<file path="config.mk">
export PLATFORM = sky130hd
export DESIGN_NAME = aud_pwm_capture
export DESIGN_NICKNAME = d
export VERILOG_FILES = /design/src/rtl/aud_pkg.sv /design/src/rtl/aud_pwm_sync.sv /design/src/rtl/aud_pwm_capture.sv
export SDC_FILE = /design/constraint.sdc
export NUM_CORES = 1
export LEC_CHECK = 0
export ABC_AREA = 1
export BUFFER_PORTS_ARGS = -buffer_cell sky130_fd_sc_hd__buf_2
export CAP_MARGIN = 10
export CORE_ASPECT_RATIO = 1.25
export CORE_MARGIN = 2
export CORE_UTILIZATION = 25
export CTS_BUF_LIST = sky130_fd_sc_hd__clkbuf_8
export CTS_CLUSTER_DIAMETER = 150
export DETAILED_ROUTE_END_ITERATION = 8
export GPL_ROUTABILITY_DRIVEN = 0
export MAX_ROUTING_LAYER = met4
export PLACE_DENSITY = 0.42
export SLEW_MARGIN = 20
export SYNTH_ARGS = -nofsm -noshare
export SYNTH_HDL_FRONTEND = slang
export SYNTH_SLANG_ARGS = --single-unit
</file>
<file path="constraint.sdc">
create_clock -name clkd -period 2.4 [get_ports clkd]
set_clock_uncertainty 0.05 [all_clocks]
set_input_delay 0.48 -clock clkd [delete_from_list [all_inputs] [get_ports clkd]]
set_output_delay 0.48 -clock clkd [all_outputs]
set_load 0.02 [all_outputs]
</file>
<file path="src/rtl/aud_pkg.sv">
// Shared definitions for the audio PWM player/capture pair: frame geometry
// defaults, the capture FSM state type and a saturating subtract helper.
package aud_pkg;

  localparam int unsigned DEF_DATA_WIDTH  = 8;
  localparam int unsigned DEF_FRAME_LEN   = 257;
  localparam int unsigned DEF_HIGH_OFFSET = 2;

  typedef enum logic [1:0] {
    IDLE,
    ALIGN,
    CAPTURE
  } cap_state_t;

  // a - b, clamped at zero instead of wrapping
  function automatic int unsigned sat_sub(input int unsigned a, input int unsigned b);
    return (a >= b) ? (a - b) : 0;
  endfunction

endpackage

</file>
<file path="src/rtl/aud_pwm_sync.sv">
// PWM input conditioning: 2-flop synchroniser, optional 3-tap majority
// glitch filter (AUD_PWM_CAPTURE_GLITCH_FILTER_EN) and rising-edge detect.
module aud_pwm_sync (
  input  logic clkd,
  input  logic resetn,
  input  logic i_pwm,
  output logic o_pwm_s,
  output logic o_rise
);

  logic r_sync1;
  logic r_sync2;
  logic r_pwm_s_d;
  logic w_pwm_s;

  // Two-stage synchroniser for the asynchronous PWM line
  always_ff @(posedge clkd or negedge resetn) begin
    if (!resetn) begin
      r_sync1 <= 1'b0;
      r_sync2 <= 1'b0;
    end else begin
      r_sync1 <= i_pwm;
      r_sync2 <= r_sync1;
    end
  end

`ifdef AUD_PWM_CAPTURE_GLITCH_FILTER_EN
  logic [1:0] r_hist;

  // History of the two previous synchronised bits for the majority vote
  always_ff @(posedge clkd or negedge resetn) begin
    if (!resetn) begin
      r_hist <= 2'b00;
    end else begin
      r_hist <= {r_hist[0], r_sync2};
    end
  end

  // Any two of three agreeing wins, so a lone one-cycle pulse is dropped
  assign w_pwm_s = (r_sync2 & r_hist[0]) | (r_sync2 & r_hist[1]) | (r_hist[0] & r_hist[1]);
`else
  assign w_pwm_s = r_sync2;
`endif

  // Delayed copy of the conditioned level for edge detection
  always_ff @(posedge clkd or negedge resetn) begin
    if (!resetn) begin
      r_pwm_s_d <= 1'b0;
    end else begin
      r_pwm_s_d <= w_pwm_s;
    end
  end

  assign o_pwm_s = w_pwm_s;
  assign o_rise  = w_pwm_s & ~r_pwm_s_d;

endmodule

</file>
<file path="src/rtl/aud_pwm_capture.sv">
// PWM audio demodulator: aligns to the frame-start rising edge, counts high
// cycles over each FRAME_LEN-cycle frame and emits one decoded sample per
// frame on a valid/ready interface. Optional build macro:
// AUD_PWM_CAPTURE_GLITCH_FILTER_EN (majority filter in aud_pwm_sync).
module aud_pwm_capture
  import aud_pkg::*;
#(
  parameter int unsigned DATA_WIDTH  = DEF_DATA_WIDTH,
  parameter int unsigned FRAME_LEN   = DEF_FRAME_LEN,
  parameter int unsigned HIGH_OFFSET = DEF_HIGH_OFFSET
) (
  input  logic                  clkd,
  input  logic                  resetn,
  input  logic                  pwm_i,
  input  logic                  enable,
  output logic [DATA_WIDTH-1:0] sample,
  output logic                  sample_valid,
  input  logic                  sample_ready,
  output logic                  locked,
  output logic                  overrun,
  output logic [15:0]           frame_count
);

  localparam int unsigned CW         = $clog2(FRAME_LEN + 1);
  localparam int unsigned MAX_SAMPLE = (2 ** DATA_WIDTH) - 1;

  cap_state_t r_state;
  cap_state_t w_state_nxt;

  logic [CW-1:0]         r_period;
  logic [CW-1:0]         r_high;
  logic [CW-1:0]         w_period_nxt;
  logic [CW-1:0]         w_high_nxt;
  logic                  w_frame_done;
  logic [CW-1:0]         w_total;
  logic [31:0]           w_diff;
  logic [DATA_WIDTH-1:0] w_decoded;

  logic                  w_pwm_s;
  logic                  w_rise;
  logic                  w_en_rise;
  logic                  w_load;

  logic [DATA_WIDTH-1:0] r_sample;
  logic                  r_sample_valid;
  logic                  r_overrun;
  logic [15:0]           r_frame_count;
  logic                  r_enable_d;

  aud_pwm_sync u_sync (
    .clkd    (clkd),
    .resetn  (resetn),
    .i_pwm   (pwm_i),
    .o_pwm_s (w_pwm_s),
    .o_rise  (w_rise)
  );

  // Last frame cycle includes the current level in the total
  assign w_total = r_high + CW'(w_pwm_s);
  assign w_diff  = sat_sub(32'(w_total), HIGH_OFFSET);

  // Clamp decoded value to the sample range
  always_comb begin
    w_decoded = '1;
    if (w_diff <= MAX_SAMPLE) begin
      w_decoded = w_diff[DATA_WIDTH-1:0];
    end
  end

  // Next-state and frame counters; disable overrides every state
  always_comb begin
    w_state_nxt  = r_state;
    w_period_nxt = r_period;
    w_high_nxt   = r_high;
    w_frame_done = 1'b0;
    if (!enable) begin
      w_state_nxt  = IDLE;
      w_period_nxt = '0;
      w_high_nxt   = '0;
    end else begin
      unique case (r_state)
        IDLE: begin
          w_state_nxt  = ALIGN;
          w_period_nxt = '0;
          w_high_nxt   = '0;
        end
        ALIGN: begin
          // The rise cycle is frame position 0 and is itself high
          if (w_rise) begin
            w_state_nxt  = CAPTURE;
            w_period_nxt = CW'(1);
            w_high_nxt   = CW'(1);
          end
        end
        CAPTURE: begin
          if (r_period == CW'(FRAME_LEN - 1)) begin
            w_frame_done = 1'b1;
            w_period_nxt = '0;
            w_high_nxt   = '0;
          end else begin
            w_period_nxt = r_period + CW'(1);
            w_high_nxt   = r_high + CW'(w_pwm_s);
          end
        end
        default: begin
          w_state_nxt  = IDLE;
          w_period_nxt = '0;
          w_high_nxt   = '0;
        end
      endcase
    end
  end

  // FSM state and frame counters
  always_ff @(posedge clkd or negedge resetn) begin
    if (!resetn) begin
      r_state  <= IDLE;
      r_period <= '0;
      r_high   <= '0;
    end else begin
      r_state  <= w_state_nxt;
      r_period <= w_period_nxt;
      r_high   <= w_high_nxt;
    end
  end

  // A finished frame is accepted only if the output slot is free or draining now
  assign w_load    = w_frame_done & (~r_sample_valid | sample_ready);
  assign w_en_rise = enable & ~r_enable_d;

  // Output sample register and valid flag; a new load beats a transfer
  always_ff @(posedge clkd or negedge resetn) begin
    if (!resetn) begin
      r_sample       <= '0;
      r_sample_valid <= 1'b0;
    end else if (w_load) begin
      r_sample       <= w_decoded;
      r_sample_valid <= 1'b1;
    end else if (r_sample_valid && sample_ready) begin
      r_sample_valid <= 1'b0;
    end
  end

  // Sticky overrun and saturating frame count, cleared on a fresh enable
  always_ff @(posedge clkd or negedge resetn) begin
    if (!resetn) begin
      r_overrun     <= 1'b0;
      r_frame_count <= '0;
      r_enable_d    <= 1'b0;
    end else begin
      r_enable_d <= enable;
      if (w_en_rise) begin
        r_overrun     <= 1'b0;
        r_frame_count <= '0;
      end else if (w_frame_done) begin
        if (!w_load) begin
          r_overrun <= 1'b1;
        end
        if (r_frame_count != 16'hFFFF) begin
          r_frame_count <= r_frame_count + 16'd1;
        end
      end
    end
  end

  assign sample       = r_sample;
  assign sample_valid = r_sample_valid;
  assign locked       = (r_state == CAPTURE);
  assign overrun      = r_overrun;
  assign frame_count  = r_frame_count;

endmodule

</file>
After elaboration in Yosys (flattened, before gate mapping) --
Cells that the tools add are included.
Operators by class: add/sub/neg operators 4, magnitude comparators 2, eq/ne operators 7, multiplexer cells 23, bitwise logic cells 7, reduce and logical (&&, ||, !) cells 8
Operator list (count):
- $mux W16 | 3
- $mux W9 | 5
- $pmux W9 S2 | 2
- $le A32 B8 Y1 const B | 1
- $mux W32 | 1
- $add A16 B1 Y16 const B | 1
- $ne A16 B16 Y1 const B | 1
- $sub A9 B2 Y10 const B | 1
- $add A9 B1 Y9 | 1
- $add A9 B1 Y9 const B | 1
- $eq A9 B9 Y1 const B | 1
- $ge A9 B2 Y1 const B | 1
- $mux W1 | 8
- $mux W8 | 1
- $pmux W2 S3 | 1
- $reduce_and A2 Y1 | 3
- $reduce_bool A2 Y1 | 3
- $mux W2 | 2
- $ne A2 B2 Y1 const B | 2
- $and A1 B1 Y1 | 3
- $ne A3 B2 Y1 const B | 1
- $not A1 Y1 | 3
- $eq A2 B1 Y1 const B | 1
- $eq A2 B2 Y1 const B | 1
- 3 further kinds | 3
Word-level totals: register bits after elaboration 50, input bits 5, output and inout bits 27, word-level logic and storage cells 62

Depth between registers and ports, before layout --
word-level depth 8, mapped depth 15, gate-level depth less buffers 15

Hierarchy --
From an unflattened synthesis, not the netlist that was laid out.
Second synthesis, totals: cell total of the unflattened synthesis 377, area total of the unflattened synthesis 2997.9 um^2
Modules (own cells, without submodules):
- aud_pwm_capture | times used 1, cells each 372, area an instance 2912.8 um^2, sequential area each 1176.1 um^2
- aud_pwm_sync | times used 1, cells each 5, area an instance 85.1 um^2, sequential area each 75.1 um^2

Worst setup path after synthesis --
Ideal clock, no wire load.
kind register -> register, from register u_sync.r_sync2, in the netlist u_sync.o_pwm_s, to register r_sample[6], in the netlist sample[6], setup time 117 ps, arrival time 1746 ps, data required time 2233 ps, slack 487 ps, cell stages (with the launch flop) 15, path buffers 0, period minus slack after synthesis 1913 ps, cell sequence dfrtp_1 > ha_1 > nand2_2 > clkinv_1 > nor2_2 > inv_2 > ha_1 > nand3_1 > nor2_4 > nand3_2 > nand2_2 > nand2_4 > nand2_1 > nand2_1 > nand2_1
Between the ends: cells in the longest elaborated chain, start to end 5, elaborated cells between the ends (all ways) 6, those cells by class add/sub: 2; order compare: 2; mux: 2
Ends and longest elaborated chain:
- start: declaration | line aud_pwm_sync.sv:12 | logic r_sync2;
- start signal: assignment | line aud_pwm_sync.sv:23 | r_sync2 <= r_sync1;
- $add A9 B1 Y9 * | line aud_pwm_capture.sv:59 | assign w_total = r_high + CW'(w_pwm_s);
- $sub A9 B2 Y10 / $ge A9 B2 Y1 (equally long branches) | line aud_pkg.sv:17 | return (a >= b) ? (a - b) : 0;
- $mux W32 * | line aud_pkg.sv:17
- $le A32 B8 Y1 | line aud_pwm_capture.sv:65 | if (w_diff <= MAX_SAMPLE) begin
- $mux W8 * | line aud_pwm_capture.sv:65
- end signal: assignment | line aud_pwm_capture.sv:137 | r_sample <= w_decoded;
- end: declaration | line aud_pwm_capture.sv:44 | logic [DATA_WIDTH-1:0] r_sample;
Every way passes the cells marked *; elsewhere a longest branch is shown, timed or not. A chain may end at the register's enable or synchronous reset.

Worst setup path after layout --
from register u_sync.r_sync2, in the netlist u_sync.o_pwm_s, to register r_sample[4], in the netlist sample[4]
Same word-level chain as after synthesis.

==> impl_metrics.tcl <==
set metrics [dict create \
    combPwrFrac_pct 22.3 \
    antenna_found_initial 0 \
    vias_per_cell 4.45 \
    slowest_delay_ns 0.43 \
    synthSimpleGateAreaFrac_pct 35.0 \
    maxCapViolations 0 \
    post-place-ws_ns 0.321 \
    worstSetupPathType "register to register" \
    outcome "finished, final reports clean" \
    ioPinCount 32 \
    holdBufCountCts 0 \
    routedWlPerCell_um 12.6 \
    critPathBufInv 2 \
    htreeDepth 2 \
    reg2regPathDepth 14 \
    cts.sinks 50 \
    grt_max_degree 51 \
    synth_compound_area_share_pct 9.10 \
    drtPass1Iterations 4 \
    switchingPower_mw 0.642 \
    dieHeight_um 127 \
    totalWireLength_mm 7.37 \
    grt_overflow 0 \
    whs_ns 0.220 \
    synth_top_family_by_area "simple AND/OR/NAND/NOR gates" \
    setup_viol 0 \
    hpwl_mm 5.47 \
    grt_pass1_vias 2720 \
    cts_max_path_buffers 2 \
    drv_slew 0 \
    synth_warnings 0 \
    synth-edff-count 0 \
    yosys.area.top_type "dfrtp_1" \
    synthFlopType "dfrtp_1" \
    relSlewSlack_pct 54.1 \
    fp.dieArea_um2 13000 \
    synthMuxAreaShare_pct 0 \
    initial_core_util_pct 25.8 \
    fin_nets 439 \
    clk-insertion-delay-late_ns 0.32 \
    path_clk_slew_ns 0.10 \
    ant_nets 0 \
    tritoncts "done" \
    cpMaxStageDelayCell "dfrtp_1" \
    min_period_ns 2.07 \
    fillerInstances 1266 \
    avgSynthCellArea_um2 7.88 \
    netlist_top_cells_count "nand2_1 (97), dfrtp_1 (50), inv_1 (38), nand3_1 (34), nor2_1 (32)" \
    core_um2 11700 \
    cp_max_fo 8 \
    netSwitchingFraction_pct 32.2 \
    synth_area_um2 3020 \
    yosysSeqAreaShare_pct 41.4 \
    post-route-period-util_pct 86.3 \
    fp-row-count 44 \
    fmax_mhz 483 \
    track_usage_pct 12.9 \
    powerDensity_nw_per_um2 566 \
    cts.repair.resized 0 \
    syn_to_final_growth_pct 16.3 \
    min_from "pwm_i" \
    cp_cell_sequence "ha_1, nand2_2, clkinv_1, nor2_2, inv_2, ha_1, nand3_1, nor2_4, nand3_2, nand2_2, nand2_4, nand2_1, nand2_1, nand2_1" \
    critPathRequiredTime_ns 2.57 \
    vdd_drop_max_mv 0.247 \
    finalSetupTns_ns 0 \
    reg2reg_setup_slack_ns 0.33 \
    drt_iter0_drc 95 \
    synth_fa_ha_area_share_pct 4.14 \
    stdcell_area_um2 3520 \
    grt_pass1_wl_mm 12.9 \
    synth_top_area_share_pct 41.4 \
    diodes 0 \
    drc_errors 0 \
    whs_path_depth 1 \
    yosys.area_share.xor_xnor_pct 3.43 \
    synth_cell_types 36 \
    drive_above_1_share_pct 21.4 \
    via_count 2607 \
    power.share.sequential_pct 46.5 \
    r2r-end "sample[4]" \
    syn_nets 399 \
    cp_data_arrival_time_ns 2.24 \
    holdCritPathClass "input pin to register" \
    post-cts-setup-buffers 0 \
    finalHoldViolCount 0 \
    clockRootBuffer "clkbuf_8" \
    critPathLaunchType "register" \
    io_buffers 31 \
    intPower_mw 1.35 \
    whs_endpoint "u_sync.r_sync1" \
    cts_buffers 5 \
    tightest_slew_ns 0.689 \
    r2r-start "u_sync.o_pwm_s" \
    synth-async-reset-ratio_pct 100 \
    rsz0062_at_grt "no" \
    syn_inst 384 \
    ys_top_cells_by_area "dfrtp_1 (41%), nand2_1 (12%), nand3_1 (5.6%)" \
    critPathTopFamily "simple AND/OR/NAND/NOR gates" \
    placed_cell_area_um2 3400 \
    synth_most_common_cell "nand2_1" \
    clockPowerShare_pct 31.2 \
    synth-seq-cells 50 \
    setup_ws_ns 0.329 \
    crit_top_cell "nand2_1" \
    die_width_um 102 \
    p_leak_nw 1.67 \
    end_kind "register" \
]
## per-stage QoR
| step | std cells | util, % | total power, mW |
|---|---|---|---|
| after global placement | 578 | 29.0 | 1.40 |
| after global routing | 586 | 30.0 | 2.13 |
| after floorplan | 384 | - | 1.26 |
| after CTS | 586 | 30.0 | 2.04 |
| after detailed placement | 578 | 29.0 | 1.40 |
| final | 586 | 30.0 | 1.99 |
## final cells by class
cell class	instances	area (um2)	area share [%]
flip-flops and latches	50	1250	35.6
multi-input cells	281	1560	44.5
well taps	161	201	5.73
clock buffers	5	68.8	1.96
clock inverters	3	45.0	1.28
inverters	48	180	5.12
repair buffers	38	208	5.90
## logic make-up after synthesis
| family | count (synthesis) |
|---|---|
| compound gates | 49 |
| xor+xnor | 11 |
| fa+ha+maj | 10 |
| buf+inv | 53 |
| flops | 50 |
| simple gates | 211 |
## worst register-to-register path, cell delays in order (launching register included)
cell and delay, ns:
dfrtp_1 0.43, ha_1 0.24, nand2_2 0.11, clkinv_1 0.13, nor2_2 0.13, inv_2 0.08, ha_1 0.20, nand3_1 0.16
nor2_4 0.06, nand3_2 0.07, nand2_2 0.06, nand2_4 0.10, nand2_1 0.06, nand2_1 0.05, nand2_1 0.05
## flip-flops by register name, indices dropped and copies added (netlist names), 2 cells and up
register / flops
frame_count: 16
r_state: 2
r_high: 9
r_period: 9
sample: 8
## power groups by stage
stage	Combinational (mW)	Sequential (mW)	Clock, mW
2_1_floorplan	0.296	0.960	0
3_3_place_gp	0.453	0.943	0
3_5_place_dp	0.456	0.943	0
4_1_cts	0.459	0.926	0.656
5_1_grt	0.516	0.933	0.682
6_report	0.445	0.926	0.621
## layer usage
metal  track usage, %  vias up  wire (um)
met1             16.0     1245       3300
li1                 -     1321          -
met5                -        -          0
met3             1.82        9        161
met2             21.8       32       3780
met4             3.92        0        132
## placed cells by master, fill, tap and decap left out, types with 7 or more instances in the layout
cell type / count
nand3_1: 34
dfrtp_1: 50
nand2_1: 97
nand2_2: 13
buf_4: 7
inv_2: 9
nand4_1: 9
a21oi_1: 10
buf_2: 31
o22ai_1: 7
nor2_1: 32
xor2_1: 8
ha_1: 10
o21ai_0: 17
inv_1: 38
## worst max-delay path by stage
stage                    from   endpoint  slack (ns)  depth (start not counted)
3_3_place_gp   u_sync.o_pwm_s  sample[5]        0.37                         14
5_1_grt        u_sync.o_pwm_s  sample[6]        0.10                         14
6_report       u_sync.o_pwm_s  sample[4]        0.33                         14
4_1_cts        u_sync.o_pwm_s  sample[6]        0.30                         14
3_5_place_dp   u_sync.o_pwm_s  sample[6]        0.32                         14
2_1_floorplan  u_sync.o_pwm_s  sample[6]        0.49                         14
Power figures use the tool's default switching activity.
